--- src/rtl/key_pkg.sv ---
// Shared types and 50 MHz default timing constants for the key debouncer.
package key_pkg;

    typedef enum logic [1:0] {
        IDLE       = 2'd0,
        PRESS_FILT = 2'd1,
        HELD       = 2'd2,
        REL_FILT   = 2'd3
    } key_fsm_t;

    localparam int   KEY_DEBOUNCE_CYC = 1000000;   // 20 ms at 50 MHz
    localparam int   KEY_LONG_CYC     = 50000000;  // 1 s at 50 MHz
    localparam logic KEY_RELEASED     = 1'b1;

endpackage

--- src/rtl/key_filter.sv ---
// One key: two-flop synchroniser, debounce FSM, press/release pulses and,
// when KEY_LONG_PRESS_EN is defined, a long-press hold counter.
module key_filter
    import key_pkg::*;
#(
    parameter int DEBOUNCE_CYC = KEY_DEBOUNCE_CYC,
    parameter int CNT_W        = 20,
    parameter int LONG_CYC     = KEY_LONG_CYC
) (
    input  logic clk,
    input  logic rst_n,
    input  logic key,
    output logic held,
    output logic press_pulse,
    output logic release_pulse,
    output logic long_pulse,
    output logic press_next
);

    if (DEBOUNCE_CYC < 1 || 64'(DEBOUNCE_CYC) >= (64'd1 << CNT_W)) begin : g_bad_cnt_w
        $error("key_filter: CNT_W too narrow for DEBOUNCE_CYC");
    end
    if (LONG_CYC < 1) begin : g_bad_long
        $error("key_filter: LONG_CYC must be positive");
    end

    localparam logic [CNT_W-1:0] CNT_LAST = CNT_W'(DEBOUNCE_CYC);
    localparam logic [CNT_W-1:0] CNT_ONE  = CNT_W'(1);

    logic             sync1, sync2;
    logic             s_pressed;
    key_fsm_t         state, state_nxt;
    logic [CNT_W-1:0] cnt, cnt_nxt;
    logic             release_nxt;

    always_ff @(posedge clk or negedge rst_n) begin
        if (!rst_n) begin
            sync1 <= KEY_RELEASED;
            sync2 <= KEY_RELEASED;
        end else begin
            sync1 <= key;
            sync2 <= sync1;
        end
    end

    assign s_pressed = (sync2 != KEY_RELEASED);

    always_ff @(posedge clk or negedge rst_n) begin
        if (!rst_n) begin
            state         <= IDLE;
            cnt           <= '0;
            press_pulse   <= 1'b0;
            release_pulse <= 1'b0;
        end else begin
            state         <= state_nxt;
            cnt           <= cnt_nxt;
            press_pulse   <= press_next;
            release_pulse <= release_nxt;
        end
    end

    // A bounce inside either filter window restarts from the stable side.
    always_comb begin
        state_nxt   = state;
        cnt_nxt     = cnt;
        press_next  = 1'b0;
        release_nxt = 1'b0;
        case (state)
            IDLE: begin
                if (s_pressed) begin
                    state_nxt = PRESS_FILT;
                    cnt_nxt   = CNT_ONE;
                end
            end
            PRESS_FILT: begin
                if (!s_pressed) begin
                    state_nxt = IDLE;
                    cnt_nxt   = '0;
                end else if (cnt == CNT_LAST) begin
                    state_nxt  = HELD;
                    cnt_nxt    = '0;
                    press_next = 1'b1;
                end else begin
                    cnt_nxt = cnt + CNT_ONE;
                end
            end
            HELD: begin
                if (!s_pressed) begin
                    state_nxt = REL_FILT;
                    cnt_nxt   = CNT_ONE;
                end
            end
            REL_FILT: begin
                if (s_pressed) begin
                    state_nxt = HELD;
                    cnt_nxt   = '0;
                end else if (cnt == CNT_LAST) begin
                    state_nxt   = IDLE;
                    cnt_nxt     = '0;
                    release_nxt = 1'b1;
                end else begin
                    cnt_nxt = cnt + CNT_ONE;
                end
            end
            default: begin
                state_nxt = IDLE;
                cnt_nxt   = '0;
            end
        endcase
    end

    assign held = (state == HELD) || (state == REL_FILT);

`ifdef KEY_LONG_PRESS_EN
    localparam int                LONG_W    = $clog2(LONG_CYC + 1);
    localparam logic [LONG_W-1:0] LONG_LAST = LONG_W'(LONG_CYC - 1);
    localparam logic [LONG_W-1:0] LONG_ONE  = LONG_W'(1);

    logic [LONG_W-1:0] hold_cnt;
    logic              long_done;

    // Counts every held-low sample, including a bounce back from REL_FILT.
    always_ff @(posedge clk or negedge rst_n) begin
        if (!rst_n) begin
            hold_cnt   <= '0;
            long_done  <= 1'b0;
            long_pulse <= 1'b0;
        end else begin
            long_pulse <= 1'b0;
            if (press_next) begin
                hold_cnt  <= '0;
                long_done <= 1'b0;
            end else if (held && s_pressed && !long_done) begin
                if (hold_cnt == LONG_LAST) begin
                    long_pulse <= 1'b1;
                    long_done  <= 1'b1;
                end else begin
                    hold_cnt <= hold_cnt + LONG_ONE;
                end
            end
        end
    end
`else
    assign long_pulse = 1'b0;
`endif

endmodule

--- src/rtl/key_debounce.sv ---
// Multi-key debouncer with press/release pulses and lowest-index key encoder.
// Long-press detection is built only when KEY_LONG_PRESS_EN is defined.
module key_debounce
    import key_pkg::*;
#(
    parameter int KEY_W        = 4,
    parameter int DEBOUNCE_CYC = KEY_DEBOUNCE_CYC,
    parameter int CNT_W        = 20,
    parameter int LONG_CYC     = KEY_LONG_CYC
) (
    input  logic             clk,
    input  logic             rst_n,
    input  logic [KEY_W-1:0] key,
    output logic [KEY_W-1:0] key_state,
    output logic [KEY_W-1:0] key_press,
    output logic [KEY_W-1:0] key_release,
    output logic             key_valid,
    output logic [1:0]       key_code,
    output logic [KEY_W-1:0] key_long
);

    logic [KEY_W-1:0] press_next;
    logic [1:0]       code_next;

    for (genvar g = 0; g < KEY_W; g++) begin : g_key
        key_filter #(
            .DEBOUNCE_CYC(DEBOUNCE_CYC),
            .CNT_W       (CNT_W),
            .LONG_CYC    (LONG_CYC)
        ) u_filter (
            .clk          (clk),
            .rst_n        (rst_n),
            .key          (key[g]),
            .held         (key_state[g]),
            .press_pulse  (key_press[g]),
            .release_pulse(key_release[g]),
            .long_pulse   (key_long[g]),
            .press_next   (press_next[g])
        );
    end

    // Encoded from the filters' next-cycle press so it lines up with key_press.
    always_comb begin
        code_next = 2'd0;
        for (int i = KEY_W - 1; i >= 0; i--) begin
            if (press_next[i]) code_next = 2'(i);
        end
    end

    always_ff @(posedge clk or negedge rst_n) begin
        if (!rst_n) begin
            key_valid <= 1'b0;
            key_code  <= 2'd0;
        end else begin
            key_valid <= |press_next;
            key_code  <= code_next;
        end
    end

endmodule
--- config.mk ---
export PLATFORM = sky130hd
export DESIGN_NAME = key_debounce
export DESIGN_NICKNAME = d
export VERILOG_FILES = /design/src/rtl/key_pkg.sv /design/src/rtl/key_filter.sv /design/src/rtl/key_debounce.sv
export SDC_FILE = /design/constraint.sdc
export NUM_CORES = 1
export LEC_CHECK = 0
export ABC_AREA = 1
export ABC_CLOCK_PERIOD_IN_PS = 2100
export BUFFER_PORTS_ARGS = -buffer_cell sky130_fd_sc_hd__buf_2
export CORE_MARGIN = 2
export CORE_UTILIZATION = 25
export CTS_BUF_LIST = sky130_fd_sc_hd__clkbuf_4 sky130_fd_sc_hd__clkbuf_8
export DETAILED_ROUTE_END_ITERATION = 7
export PLACE_DENSITY_LB_ADDON = 0.1
export SLEW_MARGIN = 30
export SYNTH_ARGS = -nofsm -noshare
export SYNTH_HDL_FRONTEND = slang
export SYNTH_SLANG_ARGS = --single-unit
--- constraint.sdc ---
create_clock -name clk -period 2.1 [get_ports clk]
set_input_delay 0.21 -clock clk [delete_from_list [all_inputs] [get_ports clk]]
set_output_delay 0.21 -clock clk [all_outputs]
set_load 0.03 [all_outputs]
# Word-level counts from Yosys, hierarchy flattened
# Index checks and enable logic that the tools add are counted.
dict set report classes {
  n_addsub 4
  mul 0
  div 0
  magnitude_cmp 0
  eq_ne 32
  n_shift 0
  n_mux 76
  bitwise_logic 0
  n_reduce_logical 17
}
# operator count
set ops {}
lappend ops {{$mux 20} 20}
lappend ops {{$pmux 20 s4} 4}
lappend ops {{$add 20x1->20 const B} 4}
lappend ops {{$eq 20x20->1 const B} 4}
lappend ops {{$mux 2} 28}
lappend ops {{$pmux 2 s4} 4}
lappend ops {{$mux 1} 20}
lappend ops {{$eq 2x2->1 const B} 8}
lappend ops {{$reduce_and 4->1} 4}
lappend ops {{$ne 3x1->1 const B} 4}
lappend ops {{$ne 3x3->1 const B} 4}
lappend ops {{$eq 2x1->1 const B} 4}
lappend ops {{$logic_not 2->1} 4}
lappend ops {{$ne 2x1->1 const B} 4}
lappend ops {{$ne 2x2->1 const B} 4}
lappend ops {{$reduce_and 2->1} 4}
lappend ops {{$logic_or 1x1->1} 4}
lappend ops {{$reduce_or 4->1} 1}
dict set report word_totals {
  regBits 107
  latchBits 0
  ram_bits 0
  mem_bits_ro 0
  output_inout_bits 19
  elab_cells 155
  n_memories 0
}

# Logic depth before layout (Yosys ltp)
# Gate-level depths: netlist of run 1.
dict set report logic_depth {
  word_depth 8
  depth_mapped 11
}

# Cells and area by module
# From an unflattened synthesis of run 1, not the netlist that was laid out.
dict set report hier_totals {
  cells_unflattened 841
  hier_area_um2 6444.9
}
# module n_inst cells_each area_per_inst_um2
set by_module_without_submodules {}
lappend by_module_without_submodules {{key_filter (g_key[0].u_filter ...)} 3 205 1571.5}
lappend by_module_without_submodules {{key_filter (g_key[3].u_filter)} 1 214 1606.5}
lappend by_module_without_submodules {key_debounce 1 12 123.9}

# Worst setup path before layout of run 1
# OpenSTA, ideal clock, no wires.
dict set report synth_path {
  kind {register to register}
  startpoint {reg g_key[0].u_filter.cnt[0]}
  endpoint {reg g_key[0].u_filter.cnt[9]}
  setup_time_ps 119
  t_arrival_ps 1406
  required_ps 1981
  setup_slack_ps 575
  path_stages_with_launch 11
  n_path_buf 1
  cell_sequence {dfrtp_1 > inv_1 > ha_1 > nand3_1 > nor3_2 > nand2_1 > nand2_2 > nand2_4 > inv_4 > buf_12 > nor2_2}
}
dict set report synth_via {
  elab_chain_len 4
  word_cells_on_any_way 6
}
# item line
set synth_lines {}
lappend synth_lines {{from (decl)} key_filter.sv:33} ;# logic [CNT_W-1:0] cnt, cnt_nxt;
lappend synth_lines {{from (signal assigned)} key_filter.sv:56} ;# cnt <= cnt_nxt;
lappend synth_lines {{$add 20x1->20 or $eq 20x20->1 (tied branches)} --}
lappend synth_lines {{$mux 20 (*)} {key_filter.sv:79, key_filter.sv:97}}
lappend synth_lines {{$mux 20 (on tied branches)} {key_filter.sv:94, key_filter.sv:76}}
lappend synth_lines {{$pmux 20 s4 (*)} key_filter.sv:68} ;# case (state)
# Mark *: on every way between the ends. The rest lies on a longest branch, timed or not.
# A chain may end at the register's enable or synchronous reset.

# Worst setup path after layout of run 1
dict set report layout_path {
  startpoint {reg g_key[2].u_filter.cnt[0]}
  endpoint {reg g_key[2].u_filter.cnt[12]}
}
dict set report layout_via {
  elab_chain_len 4
  word_cells_on_any_way 6
}
# item line
set layout_lines {}
lappend layout_lines {{from (decl)} key_filter.sv:33}
lappend layout_lines {{from (signal assigned)} key_filter.sv:56}
lappend layout_lines {{$add 20x1->20 or $eq 20x20->1 (tied branches)} --}
lappend layout_lines {{$mux 20 (*)} {key_filter.sv:79, key_filter.sv:97}}
lappend layout_lines {{$mux 20 (on tied branches)} {key_filter.sv:94, key_filter.sv:76}}
lappend layout_lines {{$pmux 20 s4 (*)} key_filter.sv:68}
# Marked as above.

==> impl_summary.md, run 1 <==
Status
The flow ran to the end, and the final reports show no timing, DRC or antenna violations.

Floorplanning
The number of top-level design ports is 25. The die covers between 0.02 and 0.03 mm^2. The die width is 163 um. After floorplanning, the core was sized to cover around 0.025 mm^2. Once the floorplan was initialized, standard cells occupied 25.3% of the core. The die height is 163 um. The number of placement rows is 58.

STA
The worst clock skew is 0.0128 ns. The worst path in the final design needs a cycle of 1.76 ns, including I/O delays and setup. The max-slew violation total from the final report came to 0. In the finished design, the share of the clock period the worst path needs comes to a little over four fifths. Setup repair after global routing left no endpoint under its margin. The setup TNS is 0 ns. The final count of hold timing violations was 0. The maximum achievable frequency is 0.567 GHz.

Setup violations remaining at the end of the flow were counted as 0. The smallest setup slack after layout is 0.338 ns.

Route
Dividing the detail-routed via count by the number of cells gives around 4.3. Before antenna repair, the detailed router went through 4 iterations. Dividing the detail-routed wire length by the instance count gives 13.1 um. The number of DRC violations after detailed routing is 0.

The routed via count is 4902. The final layout contains routed wiring with a total length of 15.0 mm. The detail route stage leaves a number of antenna-violating nets equal to 0. The detailed router finished its first iteration with 248 violations.

Power and ir drop
The total power density per cell area is 617 mW/mm^2. The worst ir drop on vdd is about 0.00026 V. For this design the static power due to leakage is 3.02 nW. Overall power consumption after layout is estimated at 4.29 mW.

Worst setup path
The critical path depth is 9. The number of cells on the worst reg-to-reg path is 9. The endpoint class of the critical path is a register. The worst setup path is of the reg -> reg kind.

The startpoint kind of the worst setup timing path is a register. The maximum fanout along the worst path is 11. Data on the critical path is required at its endpoint by 2.37 ns. The worst register-to-register path begins at g_key[2].u_filter.cnt[0]$_DFFE_PN0P_. STA puts the critical path data arrival time at 2.03 ns. By instance count, the cell type seen most on the critical path is nand2_4. Tracing the worst setup path back leads to its startpoint at g_key[2].u_filter.cnt[0]$_DFFE_PN0P_.

Counting both buffers and inverters, the worst setup path holds a total of 2. The destination of the worst register-to-register timing path is g_key[2].u_filter.cnt[12]$_DFFE_PN0P_. The cell type of the slowest stage on the worst timing path is dfrtp_1. The signal on the critical path passes through inv_1, ha_1, nand3_1, nor3_2, nand2_2, nand2_4, nand2_4, inv_2, nor2_2.

The end point of the critical path is g_key[2].u_filter.cnt[12]$_DFFE_PN0P_. On the worst path, the slowest cell contributes a delay of 0.44 ns. Among cell families on the critical path, the largest total delay comes from simple AND/OR/NAND/NOR gates. Setup slack on the worst reg-to-reg path comes out at 0.34 ns.

Final layout
The net count of the finished layout is just over 800. The number of antenna diodes in the final layout is 0. The finished cells cover just under 0.007 mm^2.

In the final layout, the multi-input gates occupy 0.00299 mm^2. Fill cells in the final layout number 2754. The area growth from synthesis to layout is 9.76%. The library cells used most frequently in the layout, excluding fill and tap cells, are nand2_1 (158), inv_1 (105), dfrtp_1 (99), nor2_1 (97), nand3_1 (60). The leading cell type in the layout, fill and taps excluded is nand2_1. The sequential cell area in the final layout is 0.00269 mm^2. Of the cells placed in the final design, the portion with a size suffix greater than 1 is between 10% and 20%. The final instance count without filler cells is 1150.

Clock tree
TritonCTS built the clock tree. In this run the deepest clock path goes through 2 buffers. Counting the buffers created by CTS gives 9.

In this run the number of H-tree levels came out at 3. After clock tree synthesis, the clock-pin slew on the worst setup and hold paths is 0.11 ns. For this design, the sink count on the clock tree is 107.

The cell sitting at the root of the clock tree is a clkbuf_8. The clock insertion delay at the later pin of the skew report is between 0.3 and 0.4 ns.

Global routing
The number of global-route vias before repair is 4975. Global routing consumed, over all layers together, 12.3% of the routing resources. The global-route wire length before repair is 25.9 mm.

The leftover overflow at the end of global routing is 0. Entering global routing, the biggest net connects 34 pins. The number of antenna violations at the first check in global routing was 0.

Placement
In this run, placement finished with an instance count of about 1100. Summed over all nets, the half-perimeter wirelength after detailed placement is about 11 mm. The pre-CTS setup slack is roughly 0.33 ns.

The area of placed instances is 0.00671 mm^2. The final weighted congestion in routability-driven placement is 0.777. The number of buffers added on ports is 20.

Job
Max-cap violations in this run came to 0.

Yosys
In this run, synthesis produced a sequential element count of 107. For this run, the number of Yosys warnings is 0. Yosys mapped the design onto 43 distinct sky130hd cell types.

The post-synthesis instance area is ~0.0063 mm^2. The sequential fraction of the synthesis area is between 40 and 50%. The average cell area after synthesis is 7.96 um^2. Synthesis handed over a netlist of 796 instances.

Worst hold path
The type of the worst min-delay path is in -> async.
[report_power, final]
part	total (mW)	internal, mW	switching, mW
logic	0.691	0.194	0.497
registers	2.25	2.16	0.0895
clock network	1.36	0.549	0.807
[logic make-up after synthesis]
group / count (synthesis) / share of synthesized area (%)
xor gates and xnor gates: 34 / 4.70
AOI/OAI and AO/OA: 68 / 6.46
DFF: 107 / 42.4
other: 1 / 0.0592
adders and majority gates: 8 / 1.58
and+or+nand+nor: 435 / 34.2
buffers and inverters: 143 / 10.6
[stage by stage]
stage	hold slack, ns	util, %
floorplan	-0.0856	-
CTS	0.310	27.8
detailed placement	0.210	26.8
global route	0.351	27.8
global placement	0.207	26.8
finish	0.310	27.8
[registers in the layout, summed over array words and instances (netlist names), named ones only]
| signal | cells |
|---|---|
| g_key.u_filter.cnt | 80 |
| g_key.u_filter.press_pulse | 4 |
| g_key.u_filter.release_pulse | 4 |
| g_key.u_filter.state | 4 |
| g_key.u_filter.sync1 | 4 |
| g_key.u_filter.sync2 | 4 |
| key_code | 2 |
| key_valid | 1 |
[how the worst min path moves through the flow]
| stage | from | to | depth (start not counted) |
|---|---|---|---|
| 5_1_grt | rst_n | g_key[0].u_filter.cnt[17]$_DFFE_PN0P_ | 2 |
| 2_1_floorplan | rst_n | async pin | 0 |
| 6_report | rst_n | g_key[0].u_filter.cnt[17]$_DFFE_PN0P_ | 2 |
| 4_1_cts | rst_n | g_key[0].u_filter.cnt[17]$_DFFE_PN0P_ | 2 |
| 3_5_place_dp | rst_n | g_key[0].u_filter.cnt[17]$_DFFE_PN0P_ | 1 |
| 3_3_place_gp | rst_n | g_key[0].u_filter.cnt[17]$_DFFE_PN0P_ | 1 |
[repair_timing]
action / 4_1_cts / 5_1_grt
gates resized for setup: 0 / 0
hold buffers: 5 / 0
endpoints found under the hold margin: 29 / 0
buffers inserted: 0 / 0
[synthesized netlist by cell type, drive strengths merged]
cell type,instances,area (um^2)
o21ai,34,204
nand2,174,728
xor2,32,280
ha,8,100
a21oi,18,93.8
inv,114,433
nor4,1,6.26
clkbuf,4,15.0
a21o,1,7.51
conb,1,3.75
xnor2,2,17.5
or2,1,8.76
nand3,71,418
a31oi,1,6.26
nand4,26,178
o211ai,2,15.0
dfstp,8,210
nor2,136,653
o21a,1,7.51
nor3,26,171
a22oi,1,7.51
o21bai,4,30.0
clkinv,1,3.75
dfrtp,99,2480
buf,24,221
o22ai,6,37.5
[area by class of cell]
class,count,share of cell area (%)
multi-input cells,549,42.9
flip-flops and latches,107,38.7
inverters,115,6.28
well taps,330,5.94
repair buffers,33,3.42
clock buffers,9,1.78
clock inverters,7,0.990
[metal layers]
| layer | global-route usage (%) | wire length, um |
|---|---|---|
| met5 | 0 | 0 |
| met4 | 4.14 | 269 |
| met3 | 1.93 | 447 |
| met2 | 19.2 | 6670 |
| met1 | 17.2 | 7620 |
No activity file was read; power rests on OpenSTA's default activity.
==> run 2, diff against run 1 <==
ABC_CLOCK_PERIOD_IN_PS = 1600   (was 2100)
clock period = 1.6 ns   (was 2.1 ns; I/O delays follow)
==> run 2 against run 1 <==
Against the previous run: flip-flop and latch count unchanged; utilization up 5.0 points; non-clock buffer count up 101; final area up 18%; global-route usage up 0.34 points; cell count up 8.8%; worst setup slack worse by 0.31 ns; sequential share of layout area down 5.9 points; first-iteration DRC count down 35%; combinational power up 110%; fmax up 12%; clock-buffer cell count up 4.
==> impl_summary.md, run 2 (synthesis results as in run 1) <==
Floorplanning
The starting density of the core was 25.3% (unchanged). The die height is 163 um (unchanged). The number of top-level design ports is 25 (unchanged).

The die outline area is 0.0266 mm^2 (unchanged). The core region area was 0.0250 mm^2 (unchanged). The number of placement rows is 58 (unchanged).

The die width is 163 um (unchanged).

Placement
The placed wire-length estimate is 12.0 mm (+6.3%). The post-placement cell count is 1198 (+6.1%). The final weighted congestion in routability-driven placement is 0.784 (+0.94%). The number of buffers added on ports is 20 (unchanged). The area of placed instances is 0.00729 mm^2 (+8.7%).

The pre-CTS setup slack is -0.0682 ns (-0.399 ns).

Job
The count of maximum capacitance violations is 0 (unchanged).

Route
The detailed-route vias per instance came to 4.21 (-1.2%). The routed wire length per instance was 12.8 um (-1.8%). The iteration-0 DRC count of the detailed router was 162 (-35%). The length of the first detailed-routing pass in iterations is 6 (+2). The number of DRC violations after detailed routing was 0 (unchanged). The routed wire length is 16.0 mm (+6.8%). The count of nets left with antenna violations after detail routing is 0 (unchanged). The routed via count is 5270 (+7.5%).

Final layout
The number of inserted filler cells in the final layout is 2673 (-2.9%). The multi-input logic area is 0.00332 mm^2 (+11%). The area growth from synthesis to layout is 29.5%. The final instance count without filler cells is 1251 (+8.8%).

The proportion of layout cells with a drive suffix above 1 was 35.2% (+17 points). In the layout the commonest cells are nand2_1 (148), buf_4 (100), dfrtp_1 (97), inv_1 (88), nor2_1 (77). The sequential cell area in the final layout is 0.00269 mm^2 (about the same). The leading cell type in the layout, fill and taps excluded is nand2_1. The number of flip-flops under the largest register name came to 80 (unchanged). The number of antenna repair diodes is 0 (unchanged). The register ranked first by flip-flop count is g_key.u_filter.cnt. The post-layout utilization of the core was 32.8% (+5.0 points).

The final design instance area without fill was 0.00821 mm^2 (+18%). The net count of the finished layout came to 930 (+12%).

Clock tree
The count of clock tree sinks came to 107 (unchanged). The worst-case clock buffer depth was 2 (unchanged). The number of buffers created by CTS was 9 (unchanged). The clock insertion delay at the later pin of the skew report is 0.39 ns (about the same). The clock edge transition at the registers on the reported setup and hold paths was 0.11 ns (about the same). The H-tree depth reported by CTS is 3 (unchanged).

The clock tree from TritonCTS is yes. The tree is rooted in a clkbuf_8.

Worst setup path
The critical path required time is 1.90 ns (-0.47 ns). The endpoint class of the critical path is a register. STA classifies the critical path startpoint as a register. The critical path in this run is classified as reg -> reg. The maximum fanout along the worst path is 5 (-6).

The depth of the most critical reg-to-reg path is 10 (+1). The arrival time of data at the critical path endpoint was 1.87 ns (-0.16 ns).

Power and ir drop
The standby leakage power is 3.60 nW (+19%). The total power density per cell area is 791 mW/mm^2 (+28%). The worst ir drop on vdd came to 0.000367 V (+39%).

Global routing
The total global-route track usage is 12.6% (+0.34 points). The number of antenna violations at the first check in global routing was 0 (unchanged). The number of global-route vias before repair is 5297 (+6.5%). The largest net degree at the start of global routing is 31 (-8.8%).

The leftover overflow at the end of global routing was 0 (unchanged). The global-route wire length before repair is 26.6 mm (+2.9%).

STA
Setup repair after global routing could not meet its margin everywhere. The worst clock skew is 0.0167 ns (+0.00393 ns). The hold slack is 0.242 ns (-0.0682 ns). The time the final worst path needs with I/O delays and setup came to 1.58 ns (-0.187 ns). The count of endpoints failing setup in the final report is 0 (unchanged). The maximum achievable frequency is 0.635 GHz (+12%).

The final count of hold timing violations came to 0 (unchanged). The final worst-path cycle share was 98.5% (+15 points). The smallest setup slack after layout is 0.0245 ns (-0.313 ns). The max-slew violation total from the final report is 0 (unchanged).

Status
The flow ran to the end, and the final reports show no timing, DRC or antenna violations.

Worst hold path
The path class of the tightest hold or removal check is in -> async.
## run 2: path summary, 6_finish.rpt
path	startpoint	endpoint	slack, ns
worst max-delay path	g_key[2].u_filter.cnt[1]$_DFFE_PN0P_	g_key[2].u_filter.cnt[4]$_DFFE_PN0P_	0.02
worst min-delay path	rst_n	g_key[2].u_filter.cnt[0]$_DFFE_PN0P_	0.24
min in group clk	g_key[0].u_filter.sync1$_DFF_PN1_	g_key[0].u_filter.sync2$_DFF_PN1_	0.36
max in group asynchronous	rst_n	g_key[3].u_filter.sync2$_DFF_PN1_	0.77
worst min register to register	g_key[0].u_filter.sync1$_DFF_PN1_	g_key[0].u_filter.sync2$_DFF_PN1_	0.36
worst max register to register	g_key[2].u_filter.cnt[1]$_DFFE_PN0P_	g_key[2].u_filter.cnt[4]$_DFFE_PN0P_	0.02
## run 2: area by class of cell
type	count	share of cell area, %
timing repair buffer	134	13.2
clock buffer	13	2.18
sequential	107	32.8
multi-input combinational	549	40.5
tap	330	5.03
inverter	115	5.49
clock inverter	3	0.823
## run 2: report_power, final
group	internal, mW	total, mW	switching (mW)	leakage, nW
clock	1.06	2.09	1.03	0.122
combinational	0.627	1.47	0.842	2.03
sequential	2.83	2.94	0.107	1.44
## run 2: metrics by stage
stage          power, mW  setup TNS, ns
2_1_floorplan       3.65              0
3_3_place_gp        4.24         -0.738
3_5_place_dp        4.22         -0.517
4_1_cts             6.37              0
5_1_grt             6.87          -1.15
6_report            6.49              0
## run 2: routing by layer
metal	GRT usage [%]	share of wire, %
met4	3.70	1.5
met5	0	0
met1	17.4	50
met2	20.1	46
met3	2.18	2.8
## run 2: critical path, stage by stage, from the launching register on
cell,delay (ns)
dfrtp_1,0.43
inv_2,0.09
ha_4,0.14
nand3_4,0.07
nor3_4,0.21
nand2_2,0.11
nand2_4,0.10
nand2_4,0.06
inv_4,0.08
clkbuf_16,0.15
nor2_2,0.03
## run 2: repair_timing
action,4_1_cts,5_1_grt
setup buffers,1,30
setup endpoints to repair,34,81
gates cloned,0,1
endpoints found under the hold margin,25,0
gates resized for setup,9,105
pin swaps,3,34
hold buffers,5,0
